File: src/rtl/lif_neuron_tile.sv
// Leaky integrate-and-fire neuron tile: weighted dendrites, selectable leak, threshold,
// refractory period and a daisy-chained serial configuration register.
module lif_neuron_tile #(
  parameter int N_DEND   = 3,
  parameter int W_WT     = 3,
  parameter int W_U      = 5,
  parameter int N_DECAY  = 8,
  parameter int REFRAC_W = 2
) (
  input  logic               clk,
  input  logic               rst_n,
  input  logic               conf_en,
  input  logic               nn_reset,
  input  logic               bs_in,
  output logic               bs_out,
  input  logic [N_DEND-1:0]  dend,
  input  logic [N_DECAY-1:0] dBus,
  output logic               axon,
  output logic [W_U-1:0]     u_mon,
  output logic               refrac
);

  localparam int TSEL_W  = (N_DECAY > 1) ? $clog2(N_DECAY) : 1;
  localparam int CFG_LEN = N_DEND*W_WT + TSEL_W + W_U + REFRAC_W;
  localparam int MAX_SUM = (2**W_U - 1) + N_DEND*(2**W_WT - 1);
  localparam int SUM_W   = $clog2(MAX_SUM + 1);
  localparam logic [W_U-1:0] U_MAX = {W_U{1'b1}};

  logic [CFG_LEN-1:0]  cfg_q, cfg_d;
  logic [W_U-1:0]      u_q, u_d;
  logic [REFRAC_W-1:0] rcnt_q, rcnt_d;
  logic                axon_q, axon_d;

  logic [TSEL_W-1:0]   tsel;
  logic [W_U-1:0]      thr;
  logic [REFRAC_W-1:0] rp;
  logic                leakSel;
  logic [W_U-1:0]      uLeak;
  logic [SUM_W-1:0]    sum;
  logic [W_U-1:0]      uSat;

  assign tsel = cfg_q[N_DEND*W_WT +: TSEL_W];
  assign thr  = cfg_q[N_DEND*W_WT + TSEL_W +: W_U];
  assign rp   = cfg_q[CFG_LEN-1 -: REFRAC_W];

  // Leak first, then integrate; an out-of-range tsel selects no decay line.
  always_comb begin
    leakSel = 1'b0;
    for (int i = 0; i < N_DECAY; i++) begin
      if (int'(tsel) == i) leakSel = dBus[i];
    end
    uLeak = leakSel ? (u_q >> 1) : u_q;
    sum = SUM_W'(uLeak);
    for (int i = 0; i < N_DEND; i++) begin
      if (dend[i]) sum = sum + SUM_W'(cfg_q[i*W_WT +: W_WT]);
    end
    uSat = (sum > SUM_W'(U_MAX)) ? U_MAX : sum[W_U-1:0];
  end

  always_comb begin
    cfg_d  = cfg_q;
    u_d    = u_q;
    rcnt_d = rcnt_q;
    axon_d = 1'b0;
    if (conf_en) begin
      cfg_d  = {cfg_q[CFG_LEN-2:0], bs_in};
      u_d    = '0;
      rcnt_d = '0;
    end else if (nn_reset || thr == '0) begin
      u_d    = '0;
      rcnt_d = '0;
    end else if (rcnt_q != '0) begin
      u_d    = '0;
      rcnt_d = rcnt_q - REFRAC_W'(1);
    end else if (uSat >= thr) begin
      axon_d = 1'b1;
      u_d    = '0;
      rcnt_d = rp;
    end else begin
      u_d = uSat;
    end
  end

  always_ff @(posedge clk or negedge rst_n) begin
    if (!rst_n) begin
      cfg_q  <= '0;
      u_q    <= '0;
      rcnt_q <= '0;
      axon_q <= 1'b0;
    end else begin
      cfg_q  <= cfg_d;
      u_q    <= u_d;
      rcnt_q <= rcnt_d;
      axon_q <= axon_d;
    end
  end

  assign bs_out = cfg_q[CFG_LEN-1];
  assign axon   = axon_q;
  assign u_mon  = u_q;
  assign refrac = |rcnt_q;

endmodule

File: config.mk
export PLATFORM = sky130hd
export DESIGN_NAME = lif_neuron_tile
export DESIGN_NICKNAME = d
export VERILOG_FILES = /design/src/rtl/lif_neuron_tile.sv
export SDC_FILE = /design/constraint.sdc
export NUM_CORES = 1
export LEC_CHECK = 0
export ABC_CLOCK_PERIOD_IN_PS = 16800
export BUFFER_PORTS_ARGS = -buffer_cell sky130_fd_sc_hd__buf_2
export CAP_MARGIN = 20
export CORE_MARGIN = 2
export CORE_UTILIZATION = 59
export CTS_CLUSTER_SIZE = 24
export DETAILED_ROUTE_END_ITERATION = 8
export PLACE_DENSITY = 0.83
export RECOVER_POWER = 100
export SLEW_MARGIN = 10
export SYNTH_ARGS = -nofsm -noshare
export SYNTH_HDL_FRONTEND = slang
export SYNTH_SLANG_ARGS = --single-unit
File: constraint.sdc
create_clock -name clk -period 16.8 [get_ports clk]
set_clock_uncertainty 0.1 [all_clocks]
set_input_delay 3.36 -clock clk [delete_from_list [all_inputs] [get_ports clk]]
set_output_delay 3.36 -clock clk [all_outputs]
set_load 0.005 [all_outputs]
# Yosys cells after proc, flatten, opt, wreduce, memory -nomap -nowiden
# Index checks and enable logic that the tools add are counted.
dict set report classes {
  n_addsub 4
  order_cmp 2
  n_eq_ne 7
  muxes 25
  n_reduce_logical 6
}
# operator count
set op_table {}
lappend op_table {{two-way mux 5 bit} 6}
lappend op_table {{two-way mux 6 bit} 3}
lappend op_table {{adder 6 x 3 -> 6 bit} 2}
lappend op_table {{== test 3 bit, second input constant} 4}
lappend op_table {{two-way mux 1 bit} 12}
lappend op_table {{two-way mux 2 bit} 4}
lappend op_table {{adder 5 x 3 -> 6 bit} 1}
lappend op_table {{== test 3 x 2 -> 1 bit, second input constant} 2}
lappend op_table {{greater-than comparator 6 x 5 -> 1 bit, second input constant} 1}
lappend op_table {{>= comparator 5 bit} 1}
lappend op_table {{logical NOT 5 bit} 1}
lappend op_table {{nonzero test 4 bit} 1}
lappend op_table {{== test 3 x 1 -> 1 bit, second input constant} 1}
lappend op_table {{logical NOT 3 bit} 1}
lappend op_table {{nonzero test 2 bit} 1}
lappend op_table {{OR reduction 2 bit} 1}
lappend op_table {{subtractor 2 x 1 -> 2 bit, second input constant} 1}
lappend op_table {{logical OR 1 bit} 1}
dict set report word_totals {
  register_bits 27
  in_bits 16
  out_inout_bits 8
}

# Longest topological paths before layout
dict set report depth {
  word_depth 23
  depth_mapped 27
  depth_no_buf 26
}

# Least setup slack after synthesis
# Ideal clock, no wire load.
dict set report synth_path {
  kind {input-to-reg}
  from {input dBus[2]}
  to {register u_q[3], in the netlist u_mon[3]}
  arrival_ns 8.710
  t_required_ns 16.606
  setup_slack_ns 7.896
  path_stages 25
  n_path_buf 1
  path_cell_list {mux4_1 > mux2i_2 > buf_6 > mux2_4 > ha_1 > fa_1 > nor2b_1 > nor2_1 > fa_1 > xor2_1 > nor2_1 > nor2_1 > ha_1 > nor2b_1 > o21ai_0 > or2_1 > nor4_4 > or2_1 > ha_1 > nand2b_1 > a21o_1 > a21o_1 > a21oi_1 > o211ai_1 > a211oi_1}
}
dict set report synth_between {
  elab_chain_cells 20
}
# element line_no
set synth_rtl {}
lappend synth_rtl {{start, declared} 17} ;# input logic [N_DECAY-1:0] dBus,
lappend synth_rtl {{two-way mux 1 bit (*) (6 in a row)} 50} ;# if (int'(tsel) == i) leakSel = dBus[i];
lappend synth_rtl {{two-way mux 5 bit (*)} 52} ;# uLeak = leakSel ? (u_q >> 1) : u_q;
lappend synth_rtl {{adder 5 x 3 -> 6 bit} 55} ;# if (dend[i]) sum = sum + SUM_W'(cfg_q[i*W_WT +: W_WT]);
lappend synth_rtl {{two-way mux 6 bit (*)} 55}
lappend synth_rtl {{adder 6 x 3 -> 6 bit} 55}
lappend synth_rtl {{two-way mux 6 bit (*)} 55}
lappend synth_rtl {{adder 6 x 3 -> 6 bit} 55}
lappend synth_rtl {{two-way mux 6 bit (*)} 55}
lappend synth_rtl {{greater-than comparator 6 x 5 -> 1 bit} 57} ;# uSat = (sum > SUM_W'(U_MAX)) ? U_MAX : sum[W_U-1:0];
lappend synth_rtl {{two-way mux 5 bit (*)} 57}
lappend synth_rtl {{>= comparator 5 bit} 75} ;# end else if (uSat >= thr) begin
lappend synth_rtl {{two-way mux 5 bit (*)} 75}
lappend synth_rtl {{two-way mux 5 bit (*)} 72} ;# end else if (rcnt_q != '0) begin
lappend synth_rtl {{two-way mux 5 bit (*)} 69} ;# end else if (nn_reset || thr == '0) begin
lappend synth_rtl {{two-way mux 5 bit (*)} 65} ;# if (conf_en) begin
lappend synth_rtl {{via u_d[3]} 30} ;# logic [W_U-1:0] u_q, u_d;
lappend synth_rtl {{end signal, assigned} 92} ;# u_q <= u_d;
lappend synth_rtl {{end, declared} 30}
# Mark *: on every way through the listed nets, which the timed path passes. The rest lies on a longest branch.
# A chain may end at the register's enable or synchronous reset.

# Worst setup path in the final report
dict set report layout_path {
  from {input dBus[3]}
  to {register u_q[4], in the netlist u_mon[4]}
}
dict set report layout_between {
  elab_chain_cells 19
}
# element line_no
set layout_rtl {}
lappend layout_rtl {{two-way mux 1 bit (*) (5 in a row)} 50}
lappend layout_rtl {{two-way mux 5 bit (*)} 52}
lappend layout_rtl {{adder 5 x 3 -> 6 bit} 55}
lappend layout_rtl {{two-way mux 6 bit (*)} 55}
lappend layout_rtl {{adder 6 x 3 -> 6 bit} 55}
lappend layout_rtl {{two-way mux 6 bit (*)} 55}
lappend layout_rtl {{adder 6 x 3 -> 6 bit} 55}
lappend layout_rtl {{two-way mux 6 bit (*)} 55}
lappend layout_rtl {{greater-than comparator 6 x 5 -> 1 bit} 57}
lappend layout_rtl {{two-way mux 5 bit (*)} 57}
lappend layout_rtl {{>= comparator 5 bit} 75}
lappend layout_rtl {{two-way mux 5 bit (*)} 75}
lappend layout_rtl {{two-way mux 5 bit (*)} 72}
lappend layout_rtl {{two-way mux 5 bit (*)} 69}
lappend layout_rtl {{two-way mux 5 bit (*)} 65}
lappend layout_rtl {{via u_d[4]} 30}
# Marked as above.

==> Flow_metrics.wiki <==
{| class="wikitable"
! Metric !! Value
|-
| Maximum vdd ir drop || 0.0000818 V
|-
| Min-delay worst type || flop to flop
|-
| Total leakage power || 1.00 nW
|-
| Number of antenna violations at the first check in global routing || 0
|-
| Count of routing violations after the opening detailed-route iteration || 85
|-
| CTS-repair resized insts || 0
|-
| Core Footprint || 3360 um2
|-
| # DRC || 0
|-
| Growth of design area from synthesis to finish || 6.97%
|-
| Number of buffers inserted for hold repair after clock tree synthesis || 0
|-
| Total wire length after detailed routing || 4.38 mm
|-
| Total negative slack || 0 ns
|-
| Crit Path Max Fanout || 11
|-
| Highest clock frequency the design can meet || 99.4 MHz
|-
| Number of failing setup endpoints in the final timing report || 0
|-
| Netlist Area Pre-Place || 2080 um2
|-
| Sequential cell area in the final layout || 676 um2
|-
| Post-DP HPWL || 3.49 mm
|-
| Overall overflow remaining after global route || 0
|-
| Ratio of routed vias to standard cells || 6.06
|-
| Clock network latency to the later pin of the worst-skew pair || 0.33 ns
|-
| Floorplan die area || 4020 um2
|-
| Crit share post-route || 59.9%
|-
| Unrepaired setup endpoints after global routing || false
|-
| Pins Over Slew Limit || 0
|-
| CTS tree || built
|-
| Number of global-route vias before repair || 1770
|-
| Least-Margin Pin Slew || 1.48 ns
|-
| Outcome || finished clean
|-
| Setup repair bufs after CTS || 0
|-
| Largest net degree at the start of global routing || 28
|-
| Total track usage || 24.2%
|-
| Gate count after technology mapping || 213
|-
| Die Y || 63.4 um
|-
| Residual antenna-violating net count after detailed routing || 0
|-
| Total area of multi-input combinational cells || 1310 um2
|-
| Site Rows || 21
|-
| Nature of the critical path startpoint || input pin
|-
| CP Launch Point || dBus[3]
|-
| Count of endpoints failing hold in the final timing report || 0
|-
| Die width || 63.4 um
|-
| Global-route wire length before repair || 7.76 mm
|-
| Clock root buffer || sky130_fd_sc_hd__clkbuf_4
|-
| Avg Synthesized Cell Area || 9.77 um2
|-
| Layout fillers || 309
|-
| Max transition margin || 1.45%
|-
| Endpoint of the worst hold-timing path || rcnt_q[0]
|-
| Clock net sink count || 27
|-
| Critical register-to-register path startpoint || cfg_q[10]
|-
| Clock buffer count from CTS || 3
|-
| H-tree level count || 1
|-
| CP arrival || 10.21 ns
|-
| Initial core utilization || 61.9%
|-
| Unique masters post-synth || 54
|-
| Critical path type || input pin to flop
|-
| Antenna diode count || 0
|-
| Post-synth ARST share || 100%
|-
| Post-layout min period || 10.06 ns
|-
| Total power density per cell area || 136 nW/um2
|-
| Yosys Warn Count || 0
|-
| Register-to-register path setup slack || 9.36 ns
|-
| Total of flip-flops plus latches after synthesis || 27
|-
| Share of cells above drive strength 1 || 21.1%
|-
| Overall power consumption || 0.304 mW
|-
| Final-stage net count || 266
|-
| Type of element capturing the critical path || flop
|-
| Buffer levels on the longest clock path || 2
|-
| Routed vias || 1684
|-
| Critical R2R Capture || u_mon[4]
|-
| Clock slew seen by the registers of the worst setup and hold paths || 0.14 ns
|-
| Sequential cell area fraction in the yosys report || 32.5%
|-
| Total iterations of the first detailed-routing run || 4
|-
| Number of buffers inserted by port buffering || 23
|-
| Most frequently used flop master after synthesis || sky130_fd_sc_hd__dfrtp_1
|-
| CP Data Required Time || 16.94 ns
|-
| Placer's final routability congestion estimate || 0.938
|-
| Post-synth EDFFs || 0
|-
| Routed WL per cell || 15.7 um
|-
| Number of top-level pins || 24
|-
| Number of nets produced by synthesis || 246
|-
| Number of stages on the worst hold path || 1
|-
| Origin of the worst min-delay path || rcnt_q[0]
|-
| Worst-case reg-to-reg path depth || 24
|-
| Max capacitance violation total || 0
|}
[power by group]
part	internal, mW	switching, mW
combinational	0.0790	0.0946
clock	0.00932	0.0195
sequential	0.0834	0.0180
total	0.172	0.132
[layout by cell type (no fill, tap or decap), types with 3 or more instances in the layout]
cell and instances:
sky130_fd_sc_hd__o21ai_0 9, sky130_fd_sc_hd__a21o_1 4, sky130_fd_sc_hd__a211oi_1 6, sky130_fd_sc_hd__nor2b_1 4, sky130_fd_sc_hd__ha_1 14, sky130_fd_sc_hd__buf_2 17
sky130_fd_sc_hd__nor3_1 10, sky130_fd_sc_hd__mux2_2 16, sky130_fd_sc_hd__dfrtp_1 27, sky130_fd_sc_hd__clkbuf_1 7, sky130_fd_sc_hd__clkbuf_4 3, sky130_fd_sc_hd__nand3_1 4
sky130_fd_sc_hd__nor2_1 19, sky130_fd_sc_hd__nand2_1 17, sky130_fd_sc_hd__inv_1 13, sky130_fd_sc_hd__nand2b_1 3, sky130_fd_sc_hd__fa_1 3, sky130_fd_sc_hd__a21oi_1 8
sky130_fd_sc_hd__xnor2_1 3
[cell families after synthesis]
logic type / share of synthesized area [%]
multiplexers: 13.8
flip-flops: 32.5
adder cells (fa/ha/maj): 11.3
AND/OR/NAND/NOR: 18.3
buffers and inverters: 4.21
AO/OA/AOI/OAI: 17.2
XOR/XNOR: 2.82
[worst max path at each step]
stage | end | slack, ns | cells past startpoint
floorplan | u_mon[3] | 7.90 | 25
global placement | u_mon[4] | 7.13 | 25
detailed placement | u_mon[4] | 6.85 | 25
CTS | u_mon[4] | 7.19 | 25
global route | rcnt_q[0] | 6.29 | 26
finish | u_mon[4] | 6.74 | 25
[cells in the mapped netlist, types with 2 or more instances]
| master | instances | share of area (%) |
|---|---|---|
| sky130_fd_sc_hd__mux2_2 | 16 | 8.7 |
| sky130_fd_sc_hd__clkbuf_1 | 4 | 0.72 |
| sky130_fd_sc_hd__nor3_1 | 10 | 2.4 |
| sky130_fd_sc_hd__fa_1 | 3 | 2.9 |
| sky130_fd_sc_hd__nor2_1 | 19 | 3.4 |
| sky130_fd_sc_hd__mux4_1 | 2 | 2.5 |
| sky130_fd_sc_hd__a21oi_1 | 8 | 1.9 |
| sky130_fd_sc_hd__inv_1 | 13 | 2.3 |
| sky130_fd_sc_hd__nor4_1 | 2 | 0.60 |
| sky130_fd_sc_hd__nand2b_1 | 3 | 0.90 |
| sky130_fd_sc_hd__or2_1 | 2 | 0.60 |
| sky130_fd_sc_hd__xnor2_1 | 3 | 1.3 |
| sky130_fd_sc_hd__mux2_4 | 2 | 1.4 |
| sky130_fd_sc_hd__a211o_1 | 2 | 0.84 |
| sky130_fd_sc_hd__dfrtp_1 | 27 | 32 |
| sky130_fd_sc_hd__o21a_1 | 2 | 0.72 |
| sky130_fd_sc_hd__o21ai_0 | 9 | 2.2 |
| sky130_fd_sc_hd__a22oi_1 | 2 | 0.72 |
| sky130_fd_sc_hd__nor2b_1 | 4 | 1.2 |
| sky130_fd_sc_hd__buf_1 | 2 | 0.36 |
| sky130_fd_sc_hd__ha_1 | 14 | 8.4 |
| sky130_fd_sc_hd__and2_1 | 2 | 0.60 |
| sky130_fd_sc_hd__nand3_1 | 4 | 0.96 |
| sky130_fd_sc_hd__o211ai_1 | 2 | 0.72 |
| sky130_fd_sc_hd__nor2_2 | 2 | 0.60 |
| sky130_fd_sc_hd__nand2_1 | 17 | 3.1 |
| sky130_fd_sc_hd__o31ai_1 | 2 | 0.72 |
| sky130_fd_sc_hd__a21o_1 | 4 | 1.4 |
| sky130_fd_sc_hd__a211oi_1 | 6 | 2.2 |
[layout make-up]
cell class	count	share of cell area, %
Clock buffer	4	1.18
Inverter	13	2.19
Multi-Input combinational cell	165	58.9
Sequential cell	27	30.3
Tap cell	46	2.58
Timing Repair Buffer	23	4.83
[worst max-delay path, cell delays in order]
cell	delay (ns)
sky130_fd_sc_hd__buf_2	0.10
sky130_fd_sc_hd__mux4_1	0.50
sky130_fd_sc_hd__mux2i_1	0.92
sky130_fd_sc_hd__mux2_1	0.42
sky130_fd_sc_hd__ha_1	0.24
sky130_fd_sc_hd__fa_1	0.45
sky130_fd_sc_hd__nor2b_1	0.24
sky130_fd_sc_hd__nor2_1	0.12
sky130_fd_sc_hd__fa_1	0.44
sky130_fd_sc_hd__xor2_1	0.22
sky130_fd_sc_hd__nor2_1	0.06
sky130_fd_sc_hd__nor2_1	0.11
sky130_fd_sc_hd__ha_1	0.27
sky130_fd_sc_hd__nor2b_1	0.14
sky130_fd_sc_hd__o21ai_0	0.42
sky130_fd_sc_hd__or2_0	0.41
sky130_fd_sc_hd__nor4_4	0.09
sky130_fd_sc_hd__or2_1	0.23
sky130_fd_sc_hd__ha_1	0.26
sky130_fd_sc_hd__nand2b_1	0.14
sky130_fd_sc_hd__a21o_1	0.18
sky130_fd_sc_hd__a21o_1	0.16
sky130_fd_sc_hd__a21oi_1	0.17
sky130_fd_sc_hd__o211ai_1	0.22
sky130_fd_sc_hd__a211oi_1	0.29
[metal layers]
metal	track usage, %	part of all wire, %	vias to the layer above
met5	0	0	-
met4	11.1	2.7	0
met3	2.68	2.7	11
met2	41.6	50	29
met1	30.4	44	819
li1	-	-	825
[state kept, by name, indices dropped and copies added (netlist names)]
register,flops
cfg_q,19
u_mon,5
rcnt_q,2
axon,1
[metrics by stage]
stage | instances | setup slack (ns) | area [um2] | util, % | hold WS [ns]
floorplan | 213 | 7.90 | 2080 | - | 0.334
global placement | 274 | 7.13 | 2220 | 65.9 | 0.351
detailed placement | 274 | 6.85 | 2220 | 65.9 | 0.353
CTS | 278 | 7.19 | 2240 | 66.7 | 0.372
global route | 278 | 6.29 | 2230 | 66.2 | 0.414
finish | 278 | 6.74 | 2230 | 66.2 | 0.371
Power figures use the tool's default switching activity.
